### config.mk
export PLATFORM = sky130hd
export DESIGN_NAME = vram_arbiter_flat
export DESIGN_NICKNAME = d
export VERILOG_FILES = /design/src/rtl/vram_arbiter_if.sv /design/src/rtl/vram_arbiter.sv /design/src/flat_wrapper.sv
export SDC_FILE = /design/constraint.sdc
export NUM_CORES = 1
export LEC_CHECK = 0
export BUFFER_PORTS_ARGS = -buffer_cell sky130_fd_sc_hd__buf_4
export CAP_MARGIN = 20
export CORE_MARGIN = 2
export CORE_UTILIZATION = 45
export CTS_CLUSTER_DIAMETER = 150
export DETAILED_ROUTE_END_ITERATION = 6
export PLACE_DENSITY = 0.9
export SLEW_MARGIN = 25
export SYNTH_ARGS = -nofsm -noshare
export SYNTH_HDL_FRONTEND = slang
export SYNTH_SLANG_ARGS = --single-unit
### constraint.sdc
create_clock -name clk -period 1.4 [get_ports clk]
set_clock_uncertainty 0.15 [all_clocks]
set_input_delay 0.07 -clock clk [delete_from_list [all_inputs] [get_ports clk]]
set_output_delay 0.07 -clock clk [all_outputs]
set_load 0.02 [all_outputs]
### src/rtl/vram_arbiter_if.sv
// Bus bundle between the VRAM arbiter, its two requesters and the RAM macro.
// master = requesters/RAM side, slave = arbiter side.
interface vram_arbiter_if #(
  parameter int unsigned ADDR_W = 15,
  parameter int unsigned DATA_W = 8
);
  logic              scan_req;
  logic [ADDR_W-1:0] scan_addr;
  logic              scan_gnt;
  logic              scan_rvalid;
  logic [DATA_W-1:0] scan_rdata;

  logic              draw_req;
  logic              draw_we;
  logic [ADDR_W-1:0] draw_addr;
  logic [DATA_W-1:0] draw_wdata;
  logic              draw_gnt;
  logic              draw_rvalid;
  logic [DATA_W-1:0] draw_rdata;

  logic              mem_en;
  logic              mem_we;
  logic [ADDR_W-1:0] mem_addr;
  logic [DATA_W-1:0] mem_wdata;
  logic [DATA_W-1:0] mem_rdata;

  modport master (
    output scan_req, scan_addr, draw_req, draw_we, draw_addr, draw_wdata, mem_rdata,
    input  scan_gnt, scan_rvalid, scan_rdata, draw_gnt, draw_rvalid, draw_rdata,
           mem_en, mem_we, mem_addr, mem_wdata
  );

  modport slave (
    input  scan_req, scan_addr, draw_req, draw_we, draw_addr, draw_wdata, mem_rdata,
    output scan_gnt, scan_rvalid, scan_rdata, draw_gnt, draw_rvalid, draw_rdata,
           mem_en, mem_we, mem_addr, mem_wdata
  );
endinterface

### src/rtl/vram_arbiter.sv
// Scanout/draw arbiter for the single-port video RAM: one registered access per cycle.
// Define VRAM_ARB_FAIRNESS_EN to compile in the draw starvation guard.
module vram_arbiter #(
  parameter int unsigned ADDR_W       = 15,
  parameter int unsigned DATA_W       = 8,
  parameter int unsigned STARVE_LIMIT = 15
) (
  input  logic          clk,
  input  logic          rst,
  vram_arbiter_if.slave bus
);

  logic scan_gnt_c;
  logic draw_gnt_c;
  logic scan_xfer_c;
  logic draw_xfer_c;
  logic force_c;

  logic              mem_en_q,    mem_en_d;
  logic              mem_we_q,    mem_we_d;
  logic [ADDR_W-1:0] mem_addr_q,  mem_addr_d;
  logic [DATA_W-1:0] mem_wdata_q, mem_wdata_d;

  // Read tag pipeline: owner 1 = draw, 0 = scan.
  logic tag1_valid_q, tag1_valid_d;
  logic tag1_owner_q, tag1_owner_d;
  logic tag2_valid_q, tag2_valid_d;
  logic tag2_owner_q, tag2_owner_d;

  logic              scan_rvalid_c;
  logic              draw_rvalid_c;
  logic [DATA_W-1:0] scan_rdata_q, scan_rdata_d;
  logic [DATA_W-1:0] draw_rdata_q, draw_rdata_d;

`ifdef VRAM_ARB_FAIRNESS_EN
  localparam logic [7:0] LIMIT = 8'(STARVE_LIMIT);

  logic [7:0] wait_cnt_q, wait_cnt_d;

  assign force_c = (wait_cnt_q == LIMIT) && bus.draw_req;

  // Count consecutive denied draw cycles, saturating at the limit.
  always_comb begin
    wait_cnt_d = wait_cnt_q;
    if (!bus.draw_req || draw_gnt_c) begin
      wait_cnt_d = 8'd0;
    end else if (wait_cnt_q != LIMIT) begin
      wait_cnt_d = wait_cnt_q + 8'd1;
    end
  end

  always_ff @(posedge clk) begin
    if (rst) begin
      wait_cnt_q <= 8'd0;
    end else begin
      wait_cnt_q <= wait_cnt_d;
    end
  end
`else
  logic unused_limit;

  assign force_c      = 1'b0;
  assign unused_limit = ^8'(STARVE_LIMIT);
`endif

  assign scan_gnt_c  = bus.scan_req && !force_c;
  assign draw_gnt_c  = force_c || (bus.draw_req && !bus.scan_req);
  assign scan_xfer_c = bus.scan_req && scan_gnt_c;
  assign draw_xfer_c = bus.draw_req && draw_gnt_c;

  // Issue stage and read tagging.
  always_comb begin
    mem_en_d     = 1'b0;
    mem_we_d     = 1'b0;
    mem_addr_d   = mem_addr_q;
    mem_wdata_d  = mem_wdata_q;
    tag1_valid_d = 1'b0;
    tag1_owner_d = 1'b0;
    if (scan_xfer_c) begin
      mem_en_d     = 1'b1;
      mem_addr_d   = bus.scan_addr;
      tag1_valid_d = 1'b1;
    end else if (draw_xfer_c) begin
      mem_en_d     = 1'b1;
      mem_we_d     = bus.draw_we;
      mem_addr_d   = bus.draw_addr;
      mem_wdata_d  = bus.draw_wdata;
      tag1_valid_d = !bus.draw_we;
      tag1_owner_d = 1'b1;
    end
    tag2_valid_d = tag1_valid_q;
    tag2_owner_d = tag1_owner_q;
  end

  // Return path: read data passes straight through in the tagged cycle, then holds.
  assign scan_rvalid_c = tag2_valid_q && !tag2_owner_q;
  assign draw_rvalid_c = tag2_valid_q &&  tag2_owner_q;

  always_comb begin
    scan_rdata_d = scan_rdata_q;
    draw_rdata_d = draw_rdata_q;
    if (scan_rvalid_c) begin
      scan_rdata_d = bus.mem_rdata;
    end
    if (draw_rvalid_c) begin
      draw_rdata_d = bus.mem_rdata;
    end
  end

  always_ff @(posedge clk) begin
    if (rst) begin
      mem_en_q     <= 1'b0;
      mem_we_q     <= 1'b0;
      mem_addr_q   <= '0;
      mem_wdata_q  <= '0;
      tag1_valid_q <= 1'b0;
      tag1_owner_q <= 1'b0;
      tag2_valid_q <= 1'b0;
      tag2_owner_q <= 1'b0;
      scan_rdata_q <= '0;
      draw_rdata_q <= '0;
    end else begin
      mem_en_q     <= mem_en_d;
      mem_we_q     <= mem_we_d;
      mem_addr_q   <= mem_addr_d;
      mem_wdata_q  <= mem_wdata_d;
      tag1_valid_q <= tag1_valid_d;
      tag1_owner_q <= tag1_owner_d;
      tag2_valid_q <= tag2_valid_d;
      tag2_owner_q <= tag2_owner_d;
      scan_rdata_q <= scan_rdata_d;
      draw_rdata_q <= draw_rdata_d;
    end
  end

  assign bus.scan_gnt    = scan_gnt_c;
  assign bus.draw_gnt    = draw_gnt_c;
  assign bus.scan_rvalid = scan_rvalid_c;
  assign bus.draw_rvalid = draw_rvalid_c;
  assign bus.scan_rdata  = scan_rdata_d;
  assign bus.draw_rdata  = draw_rdata_d;
  assign bus.mem_en      = mem_en_q;
  assign bus.mem_we      = mem_we_q;
  assign bus.mem_addr    = mem_addr_q;
  assign bus.mem_wdata   = mem_wdata_q;

endmodule

### src/flat_wrapper.sv
// flat-port wrapper written by rule: the top's interface ports become plain ports
module vram_arbiter_flat 
#(
  parameter int unsigned ADDR_W       = 15,
  parameter int unsigned DATA_W       = 8,
  parameter int unsigned STARVE_LIMIT = 15
)
  (clk, rst, bus_scan_req, bus_scan_addr, bus_draw_req, bus_draw_we, bus_draw_addr, bus_draw_wdata, bus_mem_rdata, bus_scan_gnt, bus_scan_rvalid, bus_scan_rdata, bus_draw_gnt, bus_draw_rvalid, bus_draw_rdata, bus_mem_en, bus_mem_we, bus_mem_addr, bus_mem_wdata);
  vram_arbiter_if #(.ADDR_W(ADDR_W), .DATA_W(DATA_W)) bus_i ();
  input  logic clk;
  input  logic rst;
  input wire logic [$bits(bus_i.scan_req)-1:0] bus_scan_req;
  input wire logic [$bits(bus_i.scan_addr)-1:0] bus_scan_addr;
  input wire logic [$bits(bus_i.draw_req)-1:0] bus_draw_req;
  input wire logic [$bits(bus_i.draw_we)-1:0] bus_draw_we;
  input wire logic [$bits(bus_i.draw_addr)-1:0] bus_draw_addr;
  input wire logic [$bits(bus_i.draw_wdata)-1:0] bus_draw_wdata;
  input wire logic [$bits(bus_i.mem_rdata)-1:0] bus_mem_rdata;
  output wire logic [$bits(bus_i.scan_gnt)-1:0] bus_scan_gnt;
  output wire logic [$bits(bus_i.scan_rvalid)-1:0] bus_scan_rvalid;
  output wire logic [$bits(bus_i.scan_rdata)-1:0] bus_scan_rdata;
  output wire logic [$bits(bus_i.draw_gnt)-1:0] bus_draw_gnt;
  output wire logic [$bits(bus_i.draw_rvalid)-1:0] bus_draw_rvalid;
  output wire logic [$bits(bus_i.draw_rdata)-1:0] bus_draw_rdata;
  output wire logic [$bits(bus_i.mem_en)-1:0] bus_mem_en;
  output wire logic [$bits(bus_i.mem_we)-1:0] bus_mem_we;
  output wire logic [$bits(bus_i.mem_addr)-1:0] bus_mem_addr;
  output wire logic [$bits(bus_i.mem_wdata)-1:0] bus_mem_wdata;
  assign bus_i.scan_req = bus_scan_req;
  assign bus_i.scan_addr = bus_scan_addr;
  assign bus_i.draw_req = bus_draw_req;
  assign bus_i.draw_we = bus_draw_we;
  assign bus_i.draw_addr = bus_draw_addr;
  assign bus_i.draw_wdata = bus_draw_wdata;
  assign bus_i.mem_rdata = bus_mem_rdata;
  assign bus_scan_gnt = bus_i.scan_gnt;
  assign bus_scan_rvalid = bus_i.scan_rvalid;
  assign bus_scan_rdata = bus_i.scan_rdata;
  assign bus_draw_gnt = bus_i.draw_gnt;
  assign bus_draw_rvalid = bus_i.draw_rvalid;
  assign bus_draw_rdata = bus_i.draw_rdata;
  assign bus_mem_en = bus_i.mem_en;
  assign bus_mem_we = bus_i.mem_we;
  assign bus_mem_addr = bus_i.mem_addr;
  assign bus_mem_wdata = bus_i.mem_wdata;
  vram_arbiter #(.ADDR_W(ADDR_W), .DATA_W(DATA_W), .STARVE_LIMIT(STARVE_LIMIT)) u_core (.clk(clk), .rst(rst), .bus(bus_i));
endmodule
==> metrics, run 1 <==
placed instance area=0.00267 mm^2; Layout area overhead=70.5%; Final Setup Violations=18; IO buf count=95; Syn. warnings=0; Top Usage Layer GRT=met2; CTS tree=yes; Period Utilization, post-route=112%; CP endpoint kind=primary output; dpl ws=0.0824 ns; reg2reg end=u_core.scan_rdata_q[1]; Post-synth ARST share=0%; fin nets=365; total of max-cap violations=0; GRT overflow=0; FF-to-FF Start=u_core.tag2_owner_q; Clock Latency Late Sink=0.29 ns; wire per inst=14.6 um; Filler cells=239; post-route ant nets=0; min Tclk post-route=1.57 ns; DR vias/cell=4.77; crit path from=u_core.tag2_owner_q; Root Driver=clkbuf_8; Initial DRT Pass Iterations=4; Clock Sinks=45; critical setup path kind=flop to primary output; CTS Buf Count=5; die width=69.5 um; status=finished, violations left; Inserted Diodes=0; Avg Cell Area, Syn=11.2 um^2; Synth Net Count=224; Post-synth EDFFs=0; post-synthesis register bit count=45; CP Launch Type=flop; initial antenna violation count=0; post-synthesis cell area=0.00193 mm^2; met3 Use GR=7.56%; Clock Pin Slew Worst Setup and Hold Paths=0.08 ns; FF-to-FF path depth=5; height of the die=69.5 um; Longest Clk Path Bufs=2; PD cells=858 mW/mm^2; Synth Instances=173; IO Pins=96; std cell rows=23; M2 GR Usage=42.1%; R2R Setup Slk=-0.03 ns; multi-input logic area=972 um^2; HP Class=input pin to flop; first-pass GRT wire length=8.63 mm; largest net degree at the start of global routing=19; sequential cell area=903 um^2; grt met1 use=23.6%; WL final=5.34 mm; Die ar.=0.00483 mm^2; termination of the worst setup path=bus_scan_rdata[0]; Fin. Hold Viols=0; Worst Path Required=1.18 ns; worst rel slew slack=73.8%; Tot GR Track Use=22.4%; DP HPWL=3.09 mm; Worst Tran Pin Value=0.392 ns; # DRC=0; Core Footprint=0.00406 mm^2; GP Congestion=0.678; register area share after synthesis=46.6%; Arr. time, crit path=1.35 ns; vias in the first global route=1,845; vias post-DR=1,740; CP Max Fanout=6; RSZ-0062 raised after global routing=true; most used flip-flop cell after synthesis=dfxtp_1; share of layout cells above drive strength 1=48.9%; Peak VDD IR=0.544 mV; failing checks=negative setup slack; fin. max-slew vios=0; Leakage=1.62 nW; f_max=635 MHz; Initial Utilization=47.6%; DR iter-0 viols=51; H-Tree Depth=2; Setup WS post-layout=-0.174 ns; post-route cell area=0.00329 mm^2; Netlist cell types=19
-- what timing repair did --
item | CTS | global route
pin swaps | 1 | 0
endpoints found under the hold margin | 30 | 4
buffers inserted | 1 | 1
gates resized for setup | 21 | 5
hold buffers | 42 | 3
endpoints found under the setup margin | 16 | 22
-- cells by family (layout without fill, tap and decap cells) --
group / count (synthesis) / after routing / share of synthesized area [%]
flip-flops: 45 / 45 / 46.6
AO/OA/AOI/OAI: 9 / 9 / 2.33
AND/OR/NAND/NOR: 57 / 57 / 16.6
multiplexers: 46 / 46 / 29.0
buffers and inverters: 16 / 158 / 5.50
-- worst min path at each step --
stage,startpoint,to,slack [ns],cells after the start
6_report,bus_mem_rdata[3],u_core.draw_rdata_q[3],0.0006,3
5_1_grt,bus_draw_addr[3],u_core.bus.mem_addr[3],-0.002,4
4_1_cts,bus_mem_rdata[4],u_core.draw_rdata_q[4],0.0006,3
3_5_place_dp,bus_scan_addr[0],u_core.bus.mem_addr[0],0.16,3
3_3_place_gp,bus_scan_addr[9],u_core.bus.mem_addr[9],0.15,3
2_1_floorplan,bus_draw_wdata[0],u_core.bus.mem_wdata[0],0.06,2
-- flip-flops by register name (all words and copies together) (netlist names) --
register,cells
u_core.bus.mem_we,1
u_core.bus.mem_addr,15
u_core.tag1_valid_q,1
u_core.draw_rdata_q,8
u_core.bus.mem_wdata,8
u_core.tag2_owner_q,1
u_core.tag2_valid_q,1
u_core.tag1_owner_q,1
u_core.bus.mem_en,1
u_core.scan_rdata_q,8
-- worst max-delay path, stage by stage, from the launching register on --
cell	delay, ns
dfxtp_2	0.35
nand2b_4	0.14
buf_6	0.13
mux2_4	0.31
buf_6	0.13
-- power breakdown --
group          internal, W  total [W]  switching [W]
Sequential         0.00134    0.00137      0.0000311
Combinational     0.000406   0.000690       0.000284
Clock             0.000355   0.000765       0.000410
-- cell usage after synthesis (3+ instances only) --
master / number / share of area (%)
buf_4: 4 / 1.6
nor2b_4: 7 / 5.0
nand2_1: 16 / 3.1
mux2_2: 15 / 8.7
mux2i_1: 15 / 7.8
inv_1: 3 / 0.58
dfxtp_1: 45 / 47
buf_2: 4 / 1.0
nor2_1: 19 / 3.7
nor2b_1: 11 / 3.6
mux2_4: 16 / 12
a21oi_1: 9 / 2.3
-- stage by stage --
step | hold WS, ns | utilization [%] | std cells | total power, W | setup TNS, ns
after floorplan | 0.0560 | - | 173 | 0.00171 | 0
after global placement | 0.152 | 65.9 | 312 | 0.00194 | 0
after detailed placement | 0.164 | 65.9 | 312 | 0.00195 | 0
after CTS | 0.000628 | 80.4 | 363 | 0.00281 | -2.28
after global routing | -0.00235 | 81.2 | 365 | 0.00295 | -3.13
final | 0.000636 | 81.2 | 365 | 0.00283 | -2.30
-- placed cells by master (no fill, tap or decap), types with 2 or more instances in the layout --
cell and instances:
nand2_1 16, dlygate4sd3_1 43, dfxtp_2 2, mux2i_1 15, clkbuf_1 3, a21oi_1 8
buf_4 91, clkbuf_8 5, dfxtp_1 43, mux2_4 23, nor2_1 19, inv_1 2
nor2b_1 11, buf_6 11, nor2b_4 7, mux2_2 8
-- area by class of cell --
type / count / area share [%]
Sequential cell: 45 / 27.4
Multi-Input combinational cell: 112 / 29.5
Timing Repair Buffer: 146 / 38.2
Tap cell: 50 / 1.90
Clock buffer: 8 / 2.43
Inverter: 4 / 0.570
-- per-layer routing --
metal / wire length (um) / vias up
met5: 0 / -
met3: 387 / 11
met4: 59 / 0
met1: 1980 / 817
li1: - / 842
met2: 2910 / 70
Power figures use the tool's default switching activity.
==> inputs of run 2 (changes only) <==
--- a/config.mk
+++ b/config.mk
@@ -6,7 +6,6 @@
 export NUM_CORES = 1
 export LEC_CHECK = 0
 export BUFFER_PORTS_ARGS = -buffer_cell sky130_fd_sc_hd__buf_4
-export CAP_MARGIN = 20
 export CORE_MARGIN = 2
 export CORE_UTILIZATION = 45
 export CTS_CLUSTER_DIAMETER = 150
==> constraint.sdc (replaced) <==
create_clock -name clk -period 1.4 [get_ports clk]
set_clock_uncertainty 0.15 [all_clocks]
set_input_delay 0.07 -clock clk [delete_from_list [all_inputs] [get_ports clk]]
set_output_delay 0.07 -clock clk [all_outputs]
set_load 0.005 [all_outputs]
==> run 2 against run 1 <==
  * The run still ends with negative setup slack left
  * Final cell count fell by 0.27%
  * Register-to-register slack about the same
  * Highest routed layer unchanged
  * Non-clock buffer count decreased by 1
  * Sequential share of layout area fell by 0.23 points
  * Worst hold slack improved by 0.0090 ns
  * First-iteration DRC count rose by 29%
  * Critical path depth stayed put
  * Utilization is 0.92 points higher
  * Critical path type unchanged
==> metrics, run 2 (synthesis results as in run 1) <==
commonest non-fill, non-tap cell in the layout=buf_4; std cell rows=23 (unchanged); post-route ant nets=0 (unchanged); Core Footprint=0.00406 mm^2 (unchanged); placed instance area=0.00268 mm^2 (+0.19%); DR vias/cell=4.77 (+0.16%); RSZ-0062 raised after global routing=true; Initial Utilization=47.6% (unchanged); sequential cell area=906 um^2 (+0.28%); DP HPWL=3.10 mm (+0.46%); reg2reg end=u_core.scan_rdata_q[4]; CP endpoint kind=primary output; Fin Hold WS=0.00960 ns (+0.00896 ns); Longest Clk Path Bufs=2 (unchanged); fin nets=364 (-0.27%); Filler cells=249 (+4.2%); vias in the first global route=1,844 (-0.054%); H-Tree Depth=2 (unchanged); commonest non-fill, non-tap cells in the layout=buf_4 (92), dfxtp_1 (43), dlygate4sd3_1 (40), mux2_4 (24), nor2_1 (19); crit path from=u_core.tag2_valid_q; CP Launch Type=flop; CTS tree=yes; Clock Pin Slew Worst Setup and Hold Paths=0.08 ns (about the same); GRT overflow=0 (unchanged); GP Congestion=0.689 (+1.7%); CTS Buf Count=5 (unchanged); Layout area overhead=72.5%; Setup WS post-layout=-0.168 ns (+0.00544 ns); Die ar.=0.00483 mm^2 (unchanged); Clock Latency Late Sink=0.29 ns (about the same); Inserted Diodes=0 (unchanged); DR iter-0 viols=66 (+29%); post-route cell area=0.00333 mm^2 (+1.1%); status=finished, violations left; failing checks=negative setup slack; Final Setup Violations=18 (unchanged); Fin. Hold Viols=0 (unchanged); FF-to-FF Start=u_core.tag2_valid_q; f_max=638 MHz (+0.35%); IO Pins=96 (unchanged); vias post-DR=1,738 (-0.11%); Period Utilization, post-route=112% (-0.39 points); critical setup path kind=flop to primary output; Tot GR Track Use=23.0% (+0.57 points); max FFs per register=15 (unchanged); Initial DRT Pass Iterations=4 (unchanged); IO buf count=95 (unchanged); share of layout cells above drive strength 1=49.4% (+0.47 points); termination of the worst setup path=bus_scan_rdata[4]; # DRC=0 (unchanged); Root Driver=clkbuf_8; Clock Sinks=45 (unchanged); HP Class=input pin to flop; initial antenna violation count=0 (unchanged); height of the die=69.5 um (unchanged); R2R Setup Slk=-0.02 ns (about the same); first-pass GRT wire length=8.91 mm (+3.2%); largest net degree at the start of global routing=28 (+9); worst rel slew slack=78.1% (+4.4 points); FF-to-FF path depth=5 (unchanged); Worst Path Required=1.18 ns (about the same); WL final=5.43 mm (+1.8%); Min-Delay Path Depth=4 (+1); Worst Tran Pin Value=0.328 ns (-0.0645 ns); total of max-cap violations=0 (unchanged); wire per inst=14.9 um (+2.1%); Arr. time, crit path=1.35 ns (about the same); fin. max-slew vios=0 (unchanged); min Tclk post-route=1.57 ns (-0.00544 ns); die width=69.5 um (unchanged); Leakage=1.63 nW (+0.64%); dpl ws=0.0729 ns (-0.00949 ns); Pwr Total=0.00285 W (+1.0%); Peak VDD IR=0.787 mV (+45%); PD cells=857 mW/mm^2 (-0.13%); multi-input logic area=976 um^2 (+0.39%); CP Max Fanout=5 (-1)
## run 2: cell types whose count changed in the layout (fill, tap and decap cells not counted), sizes merged
cell | before | now
dlygate4sd3 | 43 | 40
buf | 103 | 105
clkinv | 0 | 2
clkbuf | 8 | 7
clkinvlp | 1 | 0
## run 2: where the power goes
part           internal [W]  switching (W)  total [W]
logic              0.000407       0.000211   0.000618
registers           0.00134      0.0000326    0.00137
clock network      0.000446       0.000419   0.000866
total               0.00219       0.000663    0.00285
## run 2: cell type report
class / count / share of cell area, %
Inverter: 4 / 0.451
Multi-Input combinational cell: 112 / 29.3
Tap cell: 50 / 1.88
Clock inverter: 1 / 0.150
Clock buffer: 7 / 2.89
Sequential cell: 45 / 27.2
Timing Repair Buffer: 145 / 38.2
## run 2: worst max-delay path, stage by stage (launching register included)
cell      delay, ns
dfxtp_4        0.39
nand2b_4       0.09
buf_12         0.15
mux2_4         0.31
buf_6          0.12
## run 2: timing repair
action                     in CTS  in global routing
hold endpoints to repair       31                  0
resized for setup              24                  2
cloned                          1                  0
setup endpoints to repair      16                 18
hold buffers                   40                  0
setup buffers                   3                  2
pin swaps                       1                  1
## run 2: worst min path at each step
| stage | to | startpoint | slack (ns) |
|---|---|---|---|
| 6_report | u_core.bus.mem_addr[4] | bus_draw_addr[4] | 0.01 |
| 5_1_grt | u_core.scan_rdata_q[2] | rst | 0.01 |
| 4_1_cts | u_core.scan_rdata_q[5] | bus_mem_rdata[5] | 0.001 |
| 3_5_place_dp | u_core.bus.mem_addr[1] | bus_scan_addr[1] | 0.17 |
| 3_3_place_gp | u_core.bus.mem_addr[4] | bus_scan_addr[4] | 0.15 |
| 2_1_floorplan | u_core.bus.mem_wdata[0] | bus_draw_wdata[0] | 0.06 |
## run 2: layer usage
metal  global-route usage [%]  routed length [um]  part of all wire, %
met1                     25.8                2120                   39
met2                     43.9                2950                   54
met3                     4.94                 308                  5.7
met4                     5.23                  52                 0.96
met5                        0                   0                    0
## run 2: per-stage QoR
| step | util (%) | std cells | setup TNS [ns] |
|---|---|---|---|
| 3_5_place_dp | 66.0 | 311 | 0 |
| 5_1_grt | 82.1 | 364 | -3.10 |
| 4_1_cts | 81.8 | 363 | -2.45 |
| 2_1_floorplan | - | 173 | 0 |
| 3_3_place_gp | 66.0 | 311 | 0 |
| 6_report | 82.1 | 364 | -2.44 |
==> inputs of run 3 (changes only) <==
==> constraint.sdc (replaced) <==
create_clock -name clk -period 1.6 [get_ports clk]
set_clock_uncertainty 0.15 [all_clocks]
set_input_delay 0.08 -clock clk [delete_from_list [all_inputs] [get_ports clk]]
set_output_delay 0.08 -clock clk [all_outputs]
set_load 0.005 [all_outputs]
==> run 3 against run 2 <==
  * The flow now finishes without violations
  * Combinational power fell by 21%
  * Sequential share of layout area rose by 2.1 points
  * Sequential power fell by 12%
  * Critical path depth did not move
  * Flip-flop and latch count did not move
  * Final area fell by 7.2%
  * Non-clock buffer count fell by 15
  * Via count fell by 5.8%
==> metrics, run 3 (synthesis results as in run 1) <==
status=finished, final reports clean; Initial DRT Pass Iterations=4 (unchanged); Worst Tran Pin Value=0.576 ns (+0.248 ns); CP Max Fanout=5 (unchanged); M2 GR Usage=35.4% (-8.5 points); Longest Clk Path Bufs=2 (unchanged); Fin Setup TNS=0 ns (+2.44 ns); vias in the first global route=1,701 (-7.8%); wire per inst=13.6 um (-9.0%); Clock Sinks=45 (unchanged); f_max=635 MHz; Leakage=1.52 nW (-6.8%); Clock Pin Slew Worst Setup and Hold Paths=0.08 ns (about the same); Filler cells=275 (+10%); fin nets=349 (-4.1%); max FFs per register=15 (unchanged); largest net degree at the start of global routing=46 (+64%); post-route ant nets=0 (unchanged); Period Utilization, post-route=98.3%; WL final=4.72 mm (-13%); first-pass GRT wire length=7.71 mm (-13%); vias post-DR=1,638 (-5.8%); fin. max-slew vios=0 (unchanged); critical setup path kind=flop to primary output; grt met1 use=22.2% (-3.5 points); Pwr Total=0.00238 W (-17%); Peak VDD IR=0.453 mV (-42%); placed instance area=0.00264 mm^2 (-1.5%); commonest non-fill, non-tap cells in the layout=buf_4 (91), dfxtp_1 (42), dlygate4sd3_1 (30), nor2_1 (19); H-Tree Depth=2 (unchanged); CTS tree=yes; CTS Buf Count=5 (unchanged); IO Pins=96 (unchanged); CP endpoint kind=primary output; R2R Setup Slk=0.14 ns (+0.16 ns); IO buf count=95 (unchanged); commonest non-fill, non-tap cell in the layout=buf_4; GRT overflow=0 (unchanged); Worst Path Required=1.37 ns (+0.19 ns); DR iter-0 viols=66 (unchanged); RSZ-0062 raised after global routing=true; Initial Utilization=47.6% (unchanged); Layout area overhead=60.0%; std cell rows=23 (unchanged); Die ar.=0.00483 mm^2 (unchanged); worst rel slew slack=61.6% (-17 points); Clock Latency Late Sink=0.29 ns (about the same); share of layout cells above drive strength 1=50.0% (+0.64 points); Final Setup Violations=0 (-18); Root Driver=clkbuf_8; PD cells=769 mW/mm^2 (-10%); HP Class=input pin to flop; DR vias/cell=4.71 (-1.4%); Top Usage Layer GRT=met2; met3 Use GR=7.70% (+2.8 points); GP Congestion=0.690 (about the same); Fin. Hold Viols=0 (unchanged); Core Footprint=0.00406 mm^2 (unchanged); Arr. time, crit path=1.34 ns (about the same); # DRC=0 (unchanged); Inserted Diodes=0 (unchanged); total of max-cap violations=0 (unchanged); fin util=76.2% (-6.0 points); post-route cell area=0.00309 mm^2 (-7.2%); CP Launch Type=flop; DP HPWL=2.87 mm (-7.4%); Tot GR Track Use=19.8% (-3.2 points); min Tclk post-route=1.57 ns; die width=69.5 um (unchanged); height of the die=69.5 um (unchanged); initial antenna violation count=0 (unchanged)
## run 3: cell types whose count changed in the layout (fill, tap and decap cells not counted), sizes merged
cell,change
buf,-5
dlygate4sd3,-10
clkinv,-1
## run 3: layout make-up
class	instances	area, um^2	share of cell area [%]
inverter	4	15.0	0.486
multi-input combinational	112	937	30.3
sequential	45	905	29.3
tap	50	62.6	2.02
clock buffer	7	86.3	2.79
timing repair buffer	130	1080	35.1
## run 3: path summary, 6_finish.rpt
path | from | depth (start not counted) | end
max | u_core.tag2_owner_q | 4 | bus_scan_rdata[7]
min | bus_draw_addr[12] | 4 | u_core.bus.mem_addr[12]
max reg2reg | u_core.tag2_owner_q | 5 | u_core.scan_rdata_q[5]
min reg2reg | u_core.tag1_owner_q | 1 | u_core.tag2_owner_q
## run 3: timing repair
action                                 in CTS  in global routing
setup endpoints to repair                   8                 19
setup buffers                               0                  1
hold buffers                               31                  2
pin swaps                                   0                  0
gates cloned                                1                  0
endpoints found under the hold margin      29                  2
gates resized for setup                     3                 12
## run 3: worst max-delay path: stages, from the launching register on
cell	delay, ns
dfxtp_2	0.35
nand2b_4	0.14
buf_6	0.13
mux2_4	0.31
buf_6	0.12
## run 3: through the flow
stage / hold slack, ns / instances / setup slack [ns]
6_report: 0.00459 / 348 / 0.0264
5_1_grt: 0.0114 / 348 / -0.0265
4_1_cts: 0.000000805 / 348 / -0.0134
3_5_place_dp: 0.173 / 309 / 0.237
3_3_place_gp: 0.160 / 309 / 0.259
2_1_floorplan: 0.0660 / 173 / 0.323
## run 3: where the power goes
part | internal [W] | switching (W) | leakage [nW]
Sequential | 0.00117 | 0.0000253 | 0.370
Clock | 0.000343 | 0.000350 | 0.0443
Combinational | 0.000319 | 0.000167 | 1.11
## run 3: per-layer routing
layer | up-vias | part of all wire, %
li1 | 812 | -
met1 | 766 | 39
met3 | 2 | 7.3
met4 | 0 | 0.21
met5 | - | 0
met2 | 58 | 53
